`config.mk`:
```
export PLATFORM = sky130hd
export DESIGN_NAME = friscv_mc_ctrl
export DESIGN_NICKNAME = d
export VERILOG_FILES = /design/src/rtl/friscv_mc_ctrl.sv
export SDC_FILE = /design/constraint.sdc
export NUM_CORES = 1
export LEC_CHECK = 0
export ABC_AREA = 1
export BUFFER_PORTS_ARGS = -buffer_cell sky130_fd_sc_hd__buf_2
export CAP_MARGIN = 20
export CORE_UTILIZATION = 40
export CTS_CLUSTER_SIZE = 10
export DETAILED_ROUTE_END_ITERATION = 6
export PLACE_DENSITY = 0.74
export SETUP_SLACK_MARGIN = 0.5
export SYNTH_ARGS = -nofsm -noshare
export SYNTH_HDL_FRONTEND = slang
export SYNTH_SLANG_ARGS = --single-unit
export TNS_END_PERCENT = 100
```
`constraint.sdc`:
```
create_clock -name clk -period 2.6 [get_ports clk]
set_input_delay 0.78 -clock clk [delete_from_list [all_inputs] [get_ports clk]]
set_output_delay 0.78 -clock clk [all_outputs]
set_load 0.01 [all_outputs]
```
`src/rtl/friscv_mc_ctrl.sv`:
```
// Multi-cycle FRiscV RV32I control FSM: FETCH/DECODE/EXEC/MEM/WB sequencing with memory handshakes.
// Define FRISCV_ILLEGAL_TRAP_EN to halt in TRAP on an illegal instruction; otherwise illegal ops retire as NOPs.
module friscv_mc_ctrl #(
  parameter int ARCH = 32
) (
  input  logic            clk,
  input  logic            rst_n,
  input  logic [ARCH-1:0] instr_i,
  input  logic            mem_ready_i,
  input  logic            alu_zero_i,
  input  logic            alu_lsb_i,
  output logic            imem_req_o,
  output logic            ir_we_o,
  output logic            dmem_req_o,
  output logic            dmem_we_o,
  output logic [2:0]      dmem_funct_o,
  output logic [3:0]      alu_op_o,
  output logic [1:0]      alu_src_a_o,
  output logic [1:0]      alu_src_b_o,
  output logic            pc_we_o,
  output logic [1:0]      pc_src_o,
  output logic            rf_we_o,
  output logic [1:0]      wb_sel_o,
  output logic            retire_o,
  output logic            halt_o
);

  typedef enum logic [2:0] {
    S_FETCH, S_DECODE, S_EXEC, S_MEM, S_WB, S_TRAP
  } state_e;

  typedef enum logic [3:0] {
    ALU_AND = 4'd0, ALU_OR  = 4'd1, ALU_XOR = 4'd2, ALU_ADD = 4'd3, ALU_SUB = 4'd4,
    ALU_SLT = 4'd5, ALU_SLL = 4'd6, ALU_SAR = 4'd7, ALU_SLR = 4'd8
  } alu_op_e;

  typedef enum logic [3:0] {
    C_OP, C_OPIMM, C_LUI, C_AUIPC, C_LOAD, C_STORE, C_BRANCH, C_JAL, C_JALR, C_NONE
  } class_e;

  state_e  state_q, state_d;
  class_e  cls;
  alu_op_e arith_op;
  logic    illegal;
  logic    br_taken;

  logic [6:0] opcode;
  logic [2:0] f3;
  logic [6:0] f7;
  logic [4:0] rd;
  logic       unused_bits;

  assign opcode      = instr_i[6:0];
  assign rd          = instr_i[11:7];
  assign f3          = instr_i[14:12];
  assign f7          = instr_i[31:25];
  assign unused_bits = ^instr_i[24:15];

  // funct7[5] only means SUB for R-type; for OP-IMM it is immediate data
  always_comb begin
    arith_op = ALU_ADD;
    case (f3)
      3'b000:  arith_op = (f7[5] && opcode[5]) ? ALU_SUB : ALU_ADD;
      3'b001:  arith_op = ALU_SLL;
      3'b010:  arith_op = ALU_SLT;
      3'b011:  arith_op = ALU_SLT;
      3'b100:  arith_op = ALU_XOR;
      3'b101:  arith_op = f7[5] ? ALU_SAR : ALU_SLR;
      3'b110:  arith_op = ALU_OR;
      default: arith_op = ALU_AND;
    endcase
  end

  always_comb begin
    cls     = C_NONE;
    illegal = 1'b1;
    case (opcode)
      7'h33: begin
        cls     = C_OP;
        illegal = (f3 == 3'b011) ||
                  !((f7 == 7'h00) || ((f7 == 7'h20) && ((f3 == 3'b000) || (f3 == 3'b101))));
      end
      7'h13: begin
        cls     = C_OPIMM;
        illegal = (f3 == 3'b011) ||
                  ((f3 == 3'b001) && (f7 != 7'h00)) ||
                  ((f3 == 3'b101) && (f7 != 7'h00) && (f7 != 7'h20));
      end
      7'h37: begin cls = C_LUI;   illegal = 1'b0; end
      7'h17: begin cls = C_AUIPC; illegal = 1'b0; end
      7'h6f: begin cls = C_JAL;   illegal = 1'b0; end
      7'h67: begin cls = C_JALR;  illegal = 1'b0; end
      7'h03: begin
        cls     = C_LOAD;
        illegal = (f3 == 3'b011) || (f3 == 3'b110) || (f3 == 3'b111);
      end
      7'h23: begin
        cls     = C_STORE;
        illegal = f3[2] || (f3[1:0] == 2'b11);
      end
      7'h63: begin
        cls     = C_BRANCH;
        illegal = (f3[2:1] == 2'b01) || (f3[2:1] == 2'b11);
      end
      default: begin
        cls     = C_NONE;
        illegal = 1'b1;
      end
    endcase
  end

  // BEQ/BNE test zero of SUB, BLT/BGE test bit 0 of SLT; funct3[0] inverts the sense
  assign br_taken = f3[2] ? (alu_lsb_i ^ f3[0]) : (alu_zero_i ^ f3[0]);

  always_ff @(posedge clk or negedge rst_n) begin
    if (!rst_n) state_q <= S_FETCH;
    else        state_q <= state_d;
  end

  // Every output is gated by rst_n so requests drop the moment reset asserts
  always_comb begin
    state_d      = state_q;
    imem_req_o   = 1'b0;
    ir_we_o      = 1'b0;
    dmem_req_o   = 1'b0;
    dmem_we_o    = 1'b0;
    dmem_funct_o = '0;
    alu_op_o     = '0;
    alu_src_a_o  = '0;
    alu_src_b_o  = '0;
    pc_we_o      = 1'b0;
    pc_src_o     = '0;
    rf_we_o      = 1'b0;
    wb_sel_o     = '0;
    retire_o     = 1'b0;
    halt_o       = 1'b0;
    if (rst_n) begin
      case (state_q)
        S_FETCH: begin
          imem_req_o = 1'b1;
          if (mem_ready_i) begin
            ir_we_o = 1'b1;
            state_d = S_DECODE;
          end
        end
        S_DECODE: begin
          if (illegal) begin
`ifdef FRISCV_ILLEGAL_TRAP_EN
            state_d = S_TRAP;
`else
            pc_we_o  = 1'b1;
            retire_o = 1'b1;
            state_d  = S_FETCH;
`endif
          end else begin
            state_d = S_EXEC;
          end
        end
        S_EXEC: begin
          state_d = S_WB;
          case (cls)
            C_OP: alu_op_o = arith_op;
            C_OPIMM: begin
              alu_op_o    = arith_op;
              alu_src_b_o = 2'd1;
            end
            C_LUI: begin
              alu_op_o    = ALU_ADD;
              alu_src_a_o = 2'd2;
              alu_src_b_o = 2'd1;
            end
            C_AUIPC: begin
              alu_op_o    = ALU_ADD;
              alu_src_a_o = 2'd1;
              alu_src_b_o = 2'd1;
            end
            C_LOAD, C_STORE: begin
              alu_op_o    = ALU_ADD;
              alu_src_b_o = 2'd1;
              state_d     = S_MEM;
            end
            C_BRANCH: begin
              alu_op_o = f3[2] ? ALU_SLT : ALU_SUB;
              pc_we_o  = 1'b1;
              pc_src_o = br_taken ? 2'd2 : 2'd0;
              retire_o = 1'b1;
              state_d  = S_FETCH;
            end
            C_JAL: begin
              pc_we_o  = 1'b1;
              pc_src_o = 2'd2;
            end
            C_JALR: begin
              alu_op_o    = ALU_ADD;
              alu_src_b_o = 2'd1;
              pc_we_o     = 1'b1;
              pc_src_o    = 2'd1;
            end
            default: state_d = S_FETCH;
          endcase
        end
        S_MEM: begin
          dmem_req_o   = 1'b1;
          dmem_we_o    = (cls == C_STORE);
          dmem_funct_o = f3;
          if (mem_ready_i) begin
            if (cls == C_STORE) begin
              pc_we_o  = 1'b1;
              retire_o = 1'b1;
              state_d  = S_FETCH;
            end else begin
              state_d = S_WB;
            end
          end
        end
        S_WB: begin
          rf_we_o  = (rd != 5'd0);
          retire_o = 1'b1;
          state_d  = S_FETCH;
          case (cls)
            C_LOAD: begin
              wb_sel_o = 2'd1;
              pc_we_o  = 1'b1;
            end
            C_JAL, C_JALR: wb_sel_o = 2'd2;
            default: pc_we_o = 1'b1;
          endcase
        end
        S_TRAP: begin
`ifdef FRISCV_ILLEGAL_TRAP_EN
          halt_o = 1'b1;
`endif
          state_d = S_TRAP;
        end
        default: state_d = S_FETCH;
      endcase
    end
  end

endmodule
```
==> impl_metrics.csv, run 1 <==
group,metric,value,unit
drt,drc,6,
flow_run,max_cap_violations,0,
clock_tree,cts-htree-levels,1,
final_layout,final_cell_mix,"nand2_1, buf_2, buf_4, buf_6, nor2_4",
sta,setup_viol,10,
global_route,antenna_found_initial,0,
drt,antenna_left,0,
global_route,grt_max_degree,10,
sta,hold_viol_final,0,
critical_path,required,1.82,ns
clock_tree,cts-root-buf,"clkbuf_4",
logic_synthesis,syn_area,910.9,sq um
final_layout,final-seq-area,77.57,sq um
critical_path,r2r_cells,8,
drt,initialDrtViolationCount,83,
final_layout,largest-register,"state_q",
floorplan,io_pins,60,
global_route,grt_pass1_wl,6403,microns
final_layout,multi_input_area,1013,sq um
drt,drt_wl_total,5179,microns
pwr,p_leak,0.0009910,uW
floorplan,die_area,2472,sq um
clock_tree,cts_num_sinks,3,
sta,grt_setup_unrepaired,"true",
sta,fin_crit_sh,1.115,
floorplan,core.rowCount,16,
critical_path,path_class,"primary input to output pin",
final_layout,fin_area,1903,sq um
logic_synthesis,yosysTopAreaCell,"nand2_1",
pwr,power.total,534.1,uW
final_layout,layout.nets,300,
final_layout,final_common_cell,"nand2_1",
final_layout,area_delta_synth_final,108.9,%
worst_hold_path,min_path_type,"primary input to asynchronous set/reset pin",
sta,skew,0.003888,ns
clock_tree,clk_path_buf_depth,2,
drt,via_count,1680,
place,postPlaceCellArea,1450,sq um
pwr,p_per_area,280.7,nW/um^2
final_layout,fill_cells,66,
logic_synthesis,synth.avg_cell_area,5.175,sq um
drt,viasPerCell,5.813,
critical_path,r2r_slack,1.00,ns
floorplan,die_h,49.72,microns
place,hpwl,2626,microns
critical_path,worstPathArrival,2.12,ns
final_layout,drive_gt1_frac,0.6374,
sta,setup_slack,-0.2983,ns
drt,first_pass_iters,7,
clock_tree,clk_latency,0.24,ns
logic_synthesis,ys_seq_elements,3,
floorplan,core_area,2042,sq um
sta,finalSetupTns,-2.128,ns
logic_synthesis,synth.area.top_cells,"nand2_1, nor2_1, inv_1",
place,placed_cells,270,
status,violations,"DRC, setup timing",
clock_tree,cts_tree,"yes",
critical_path,reg2reg_from,"state_q[1]",
logic_synthesis,ys_seq_area_frac,0.08242,
critical_path,startpoint_type,"primary input",
logic_synthesis,synth_top_area_frac,0.2143,
pwr,ir_drop,267.8,uV
final_layout,largest_reg_flops,3,
floorplan,die_width,49.72,microns
global_route,grt_pass1_vias,1459,
logic_synthesis,yosys_warnings,0,
clock_tree,numCtsBuffers,3,
status,status,"finished, violations left",
place,portBuffers,47,
logic_synthesis,synthCells,176,
sta,fmax,345.0,MHz
sta,min_period,2.898,ns
sta,slew_viol_final,0,
global_route,grt.overflow.total,0,
place,gp_congestion,0.9752,
critical_path,crit-reg2reg-capture,"state_q[0]",
logic_synthesis,synthDistinctLibCells,29,
critical_path,crit_fanout,5,
drt,wl_per_cell,17.92,microns
sta,timing.hold.ws,0.3397,ns
global_route,gr-usage-all-layers,0.3376,
clock_tree,cts.clk_slew.worst_paths,0.04,ns
final_layout,reg_top3,"state_q x3",
final_layout,final-instance-count-excl-fill,289,
floorplan,initial_core_util,0.4461,
critical_path,end_kind,"output pin",
final_layout,insertedDiodeCount,0,
## cells by family after synthesis
kind of cell	Yosys count	synth area share
other	1	0.004117
buffers and inverters	29	0.1305
and+or+nand+nor	121	0.6484
AOI/OAI and AO/OA	21	0.1250
xor gates and xnor gates	1	0.009617
DFF	3	0.08242
## worst max-delay path, stage by stage
cell and delay (ns):
buf_8 0.08, clkinvlp_4 0.14, nand3_4 0.15, inv_4 0.06
nand2_4 0.10, nand2_4 0.08, nor2_4 0.13, nand2_4 0.09
nand3_2 0.07, nand2_2 0.08, nand3_2 0.07, nand2_1 0.09
inv_2 0.07, buf_6 0.09
## final cells by class
class | instances | share of cell area
tap | 27 | 0.01775
sequential | 3 | 0.04076
clock buffer | 4 | 0.01381
timing repair buffer | 83 | 0.3287
multi-input combinational | 145 | 0.5325
inverter | 27 | 0.06640
## per-stage QoR
| step | setup slack, ns | utilization |
|---|---|---|
| 2_1_floorplan | 0.1505 | - |
| 3_3_place_gp | -0.1230 | 0.7102 |
| 3_5_place_dp | -0.1743 | 0.7102 |
| 4_1_cts | -0.1595 | 0.8419 |
| 5_1_grt | -0.4077 | 0.9320 |
| 6_report | -0.2983 | 0.9320 |
## power by group
| part | switching (uW) | total [uW] | internal [uW] |
|---|---|---|---|
| logic | 226 | 367 | 141 |
| registers | 22.3 | 81.9 | 59.6 |
| clock network | 27.4 | 85.1 | 57.7 |
## timing repair
action	CTS	global route
hold buffers	0	0
setup buffers	8	7
pin swaps	12	11
resized for setup	46	36
endpoints found under the setup margin	21	19
## cell usage after synthesis (all sizes together)
cell / count
nand3: 15
nor3: 4
nand3b: 1
o211ai: 1
a211oi: 1
nand2: 60
nor4: 1
buf: 2
nand4: 5
conb: 1
a21oi: 8
xor2: 1
nor3b: 1
o21ai: 11
nor2: 33
or2: 1
inv: 27
dfrtp: 3
## worst max path at each step
stage               slack, ns  startpoint  depth (start not counted)        endpoint
floorplan                0.15  instr_i[4]                          8  alu_src_a_o[1]
global placement        -0.12  instr_i[4]                         13     alu_op_o[0]
detailed placement      -0.17  instr_i[4]                         10  alu_src_a_o[1]
CTS                     -0.16  instr_i[4]                         10  alu_src_a_o[1]
global route            -0.41  instr_i[4]                         13         pc_we_o
finish                  -0.30  instr_i[4]                         14         pc_we_o
## per-layer routing
metal,vias up,track usage,routed length (microns)
li1,737,-,-
met1,741,0.3587,1843
met2,154,0.6239,2518
met3,48,0.07407,458
met4,0,0.1524,359
met5,-,0,0
Note: power is estimated with default switching activity, not from simulation.
==> inputs of run 2 (changes only) <==
--- a/config.mk
+++ b/config.mk
@@ -11,7 +11,7 @@
 export CORE_UTILIZATION = 40
 export CTS_CLUSTER_SIZE = 10
 export DETAILED_ROUTE_END_ITERATION = 6
-export PLACE_DENSITY = 0.74
+export PLACE_DENSITY_LB_ADDON = 0.15
 export SETUP_SLACK_MARGIN = 0.5
 export SYNTH_ARGS = -nofsm -noshare
 export SYNTH_HDL_FRONTEND = slang
==> impl_metrics.csv, run 2 (synthesis results as in run 1) <==
group,metric,value,unit
place,portBuffers,47,
pwr,power.total,571.5,uW
sta,setup_slack,-0.2737,ns
drt,antenna_left,0,
flow_run,max_cap_violations,0,
global_route,grt.overflow.total,0,
clock_tree,cts-root-buf,"clkbuf_4",
clock_tree,cts.clk_slew.worst_paths,0.04,ns
clock_tree,cts_num_sinks,3,
pwr,p_leak,0.001034,uW
final_layout,layout.nets,306,
global_route,antenna_found_initial,0,
sta,setup_viol,10,
place,hpwl,2509,microns
drt,viasPerCell,5.753,
pwr,p_clk_frac,0.157,
final_layout,largest-register,"state_q",
drt,initialDrtViolationCount,76,
status,violations,"setup timing",
drt,drc,0,
critical_path,crit_fanout,4,
sta,grt_setup_unrepaired,"true",
sta,fmax,348.0,MHz
critical_path,startpoint_type,"primary input",
drt,first_pass_iters,4,
final_layout,insertedDiodeCount,0,
floorplan,die_area,2472,sq um
drt,via_count,1697,
status,status,"finished, violations left",
final_layout,final_common_cell,"nand2_1",
pwr,combPwrFrac,0.716,
critical_path,required,1.82,ns
floorplan,initial_core_util,0.4461,
final_layout,fill_cells,80,
sta,skew,0.001568,ns
floorplan,core_area,2042,sq um
clock_tree,clk_latency,0.24,ns
final_layout,largest_reg_flops,3,
global_route,grt_max_degree,10,
floorplan,die_width,49.72,microns
pwr,ir_drop,475.0,uV
critical_path,path_class,"primary input to output pin",
worst_hold_path,min_path_type,"primary input to asynchronous set/reset pin",
sta,hold_viol_final,0,
critical_path,end_kind,"output pin",
final_layout,reg_top3,"state_q x3",
final_layout,final-seq-area,76.32,sq um
clock_tree,cts_tree,"yes",
floorplan,die_h,49.72,microns
final_layout,drive_gt1_frac,0.6157,
floorplan,io_pins,60,
pwr,p_per_area,301.9,nW/um^2
clock_tree,cts_hold_buf,0,
pwr,power.share.sequential,0.128,
sta,finalSetupTns,-1.711,ns
global_route,gr-usage-all-layers,0.2867,
pwr,p_sw,290.8,uW
clock_tree,clk_path_buf_depth,2,
final_layout,area_delta_synth_final,107.8,%
drt,drt_wl_total,4996,microns
clock_tree,cts-htree-levels,1,
pwr,intPower,280.7,uW
pwr,sw_frac_of_total,0.5088,
clock_tree,numCtsBuffers,3,
final_layout,final_cell_mix,"nand2_1, buf_2, buf_4, buf_6, nor2_1",
floorplan,core.rowCount,16,
critical_path,worstPathArrival,2.09,ns
sta,fin_crit_sh,1.105,
sta,slew_viol_final,0,
global_route,grt_pass1_wl,5630,microns
global_route,grt_pass1_vias,1395,
final_layout,multi_input_area,968.4,sq um
place,gp_congestion,0.8642,
drt,wl_per_cell,16.94,microns
sta,min_period,2.874,ns
-- run 2: final cells by class --
class                           count  area share
Timing Repair Buffer               89      0.3503
Sequential cell                     3     0.04032
Multi-Input combinational cell    145      0.5116
Tap cell                           27     0.01785
Inverter                           27     0.06609
Clock buffer                        4     0.01388
-- run 2: what timing repair did --
item	CTS	global route
endpoints found under the setup margin	20	19
pin swaps	13	10
buffers inserted	7	8
resized for setup	40	34
-- run 2: power groups by stage --
stage	Clock [uW]	Sequential [uW]	Combinational (uW)
after floorplan	0	66.8	164
after global placement	0	67.8	242
after detailed placement	0	68.4	249
after CTS	87.9	68.9	297
after global routing	91.7	73.3	424
final	89.5	73.1	409
-- run 2: through the flow --
| stage | hold slack [ns] | instances | area [sq um] | utilization | setup WS (ns) |
|---|---|---|---|---|---|
| 2_1_floorplan | 0.4844 | 177 | 1026 | - | 0.1505 |
| 3_3_place_gp | 0.5185 | 276 | 1483 | 0.7261 | -0.1382 |
| 3_5_place_dp | 0.5155 | 276 | 1483 | 0.7261 | -0.1712 |
| 4_1_cts | 0.3191 | 287 | 1699 | 0.8321 | -0.1262 |
| 5_1_grt | 0.3293 | 295 | 1893 | 0.9271 | -0.3401 |
| 6_report | 0.3285 | 295 | 1893 | 0.9271 | -0.2737 |
-- run 2: worst max-delay path: stages --
cell and delay [ns]:
buf_8 0.08, clkinvlp_4 0.13, nor2_4 0.20, buf_6 0.13
buf_6 0.08, nand4_1 0.08, nand2_1 0.10, nor2_2 0.05
nand3_2 0.05, nand2_2 0.07, nand3_2 0.09, nand2_2 0.07
inv_2 0.07, buf_6 0.10
-- run 2: path summary, 6_finish.rpt --
path / startpoint / to / slack (ns) / cells past startpoint
max in group asynchronous: rst_n / state_q[1] / 2.15 / 1
max reg2reg: state_q[0] / state_q[0] / 0.84 / 10
min: rst_n / state_q[2] / 0.33 / 1
min in group clk: state_q[1] / state_q[1] / 0.63 / 2
min reg2reg: state_q[1] / state_q[1] / 0.63 / 2
max: instr_i[4] / pc_we_o / -0.27 / 14
-- run 2: layer usage --
layer  vias up  track usage  wire (microns)
met5         -            0               0
met4         0      0.05238             277
met3        30      0.03395             400
met2       128       0.5856            2491
met1       793       0.3061            1826
li1        746            -               -
==> inputs of run 3 (changes only) <==
--- a/config.mk
+++ b/config.mk
@@ -8,11 +8,13 @@
 export ABC_AREA = 1
 export BUFFER_PORTS_ARGS = -buffer_cell sky130_fd_sc_hd__buf_2
 export CAP_MARGIN = 20
+export CORE_MARGIN = 1
 export CORE_UTILIZATION = 40
 export CTS_CLUSTER_SIZE = 10
 export DETAILED_ROUTE_END_ITERATION = 6
 export PLACE_DENSITY_LB_ADDON = 0.15
 export SETUP_SLACK_MARGIN = 0.5
+export SKIP_CTS_REPAIR_TIMING = 1
 export SYNTH_ARGS = -nofsm -noshare
 export SYNTH_HDL_FRONTEND = slang
 export SYNTH_SLANG_ARGS = --single-unit
==> impl_metrics.csv, run 3 (synthesis results as in run 1) <==
group,metric,value,unit
critical_path,required,1.82,ns
critical_path,path_delay_family,"simple AND/OR/NAND/NOR gates",
place,gp_congestion,0.8642,
pwr,power.total,489.9,uW
global_route,grt_pass1_vias,1315,
floorplan,die_h,49.72,microns
critical_path,end_kind,"output pin",
floorplan,core.rowCount,16,
sta,finalSetupTns,-1.272,ns
global_route,gr-usage-all-layers,0.2553,
pwr,sw_frac_of_total,0.4943,
drt,via_count,1463,
sta,skew,0.01099,ns
worst_hold_path,min_path_type,"primary input to asynchronous set/reset pin",
pwr,p_leak,0.0009719,uW
critical_path,slowest_stage,"nor2_4",
sta,fin_crit_sh,1.086,
floorplan,core_area,2042,sq um
final_layout,largest_reg_flops,3,
sta,grt_setup_unrepaired,"true",
global_route,grt_pass1_wl,5064,microns
pwr,combPwrFrac,0.666,
critical_path,crit-reg2reg-capture,"state_q[0]",
global_route,grt_max_degree,10,
pwr,power.share.sequential,0.151,
floorplan,die_area,2472,sq um
place,postPlaceCellArea,1483,sq um
critical_path,path_cells,"buf_8, clkinvlp_4, nor2_4, nand2_2, nand2_4, nor2_4, nand2_4, nand4_1, a21oi_2, buf_2",
critical_path,startpoint_type,"primary input",
critical_path,r2r_slack,1.05,ns
global_route,antenna_found_initial,0,
sta,hold_viol_final,0,
floorplan,io_pins,60,
drt,drc,0,
final_layout,fin_area,1742,sq um
critical_path,crit_fanout,4,
global_route,grt.overflow.total,0,
critical_path,worstPathArrival,2.04,ns
sta,slew_viol_final,0,
pwr,p_per_area,281.3,nW/um^2
critical_path,path_class,"primary input to output pin",
final_layout,multi_input_area,937.1,sq um
flow_run,max_cap_violations,0,
critical_path,cp_num_buf_inv,3,
place,portBuffers,47,
drt,antenna_left,0,
status,violations,"setup timing",
drt,drt_wl_total,3607,microns
clock_tree,clk_latency,0.25,ns
final_layout,largest-register,"state_q",
pwr,ir_drop,476.5,uV
floorplan,initial_core_util,0.4461,
final_layout,drive_gt1_frac,0.5930,
status,status,"finished, violations left",
final_layout,area_delta_synth_final,91.21,%
final_layout,fill_cells,124,
clock_tree,cts.clk_slew.worst_paths,0.05,ns
final_layout,final-instance-count-excl-fill,285,
clock_tree,cts-htree-levels,1,
place,hpwl,2509,microns
floorplan,die_width,49.72,microns
pwr,intPower,247.7,uW
sta,fmax,354.1,MHz
critical_path,reg2reg_from,"state_q[1]",
clock_tree,cts_tree,"yes",
clock_tree,cts-root-buf,"clkbuf_4",
drt,first_pass_iters,4,
place,placed_cells,276,
clock_tree,numCtsBuffers,3,
final_layout,final-seq-area,76.32,sq um
critical_path,cpPeakStageDelay,0.20,ns
drt,initialDrtViolationCount,51,
clock_tree,clk_path_buf_depth,2,
drt,wl_per_cell,12.66,microns
clock_tree,cts_num_sinks,3,
final_layout,final_cell_mix,"nand2_1, buf_2, buf_4, nor2_1, nor2_4",
sta,min_period,2.824,ns
final_layout,layout.nets,296,
final_layout,reg_top3,"state_q x3",
final_layout,insertedDiodeCount,0,
critical_path,r2r_cells,8,
drt,viasPerCell,5.133,
sta,setup_viol,10,
final_layout,final_common_cell,"nand2_1",
sta,timing.hold.ws,0.3174,ns
pwr,p_sw,242.2,uW
pwr,p_clk_frac,0.184,
sta,setup_slack,-0.2239,ns
[run 3: cell types whose count changed in the layout (fill, tap and decap cells not counted), moves of 2 or more]
cell / delta
buf_6: -8
buf_4: -4
nand2_1: +3
inv_2: +2
nand2_2: -2
[run 3: power by group through the flow]
stage          registers (uW)  logic, uW  clock network (uW)
2_1_floorplan            66.8        164                   0
3_3_place_gp             67.8        242                   0
3_5_place_dp             68.4        249                   0
4_1_cts                  67.8        250                87.9
5_1_grt                  74.8        357                90.7
6_report                 73.8        326                90.0
[run 3: worst reg2reg max path, delay by kind of cell, from the launching register on]
kind,cells,cell delay [ns]
buffers and inverters,2,0.17
AND/OR/NAND/NOR,3,0.43
flip-flops,1,0.45
AO/OA/AOI/OAI,3,0.37
[run 3: worst max path at each step]
stage	start	end	cells past startpoint
2_1_floorplan	instr_i[4]	alu_src_a_o[1]	8
3_3_place_gp	instr_i[4]	alu_op_o[0]	13
3_5_place_dp	instr_i[4]	alu_op_o[0]	13
4_1_cts	instr_i[4]	alu_op_o[0]	13
5_1_grt	instr_i[4]	alu_src_a_o[0]	10
6_report	instr_i[4]	alu_src_a_o[0]	10
[run 3: stage by stage]
| step | setup WS, ns | utilization |
|---|---|---|
| after floorplan | 0.1505 | - |
| after global placement | -0.1382 | 0.7261 |
| after detailed placement | -0.1712 | 0.7261 |
| after CTS | -0.1823 | 0.7390 |
| after global routing | -0.3208 | 0.8529 |
| final | -0.2239 | 0.8529 |
[run 3: per-layer routing]
metal  vias to the layer above  track usage  wire, microns
li1                        729            -              -
met4                         0      0.05714             59
met1                       666       0.2783           1458
met3                        10      0.03395            142
met5                         -            0              0
met2                        58       0.5068           1946
[run 3: final cells by class]
| class | count | area share |
|---|---|---|
| Multi-Input combinational cell | 145 | 0.5381 |
| Sequential cell | 3 | 0.04382 |
| Clock buffer | 4 | 0.01509 |
| Timing Repair Buffer | 79 | 0.3161 |
| Tap cell | 27 | 0.01940 |
| Inverter | 27 | 0.06753 |
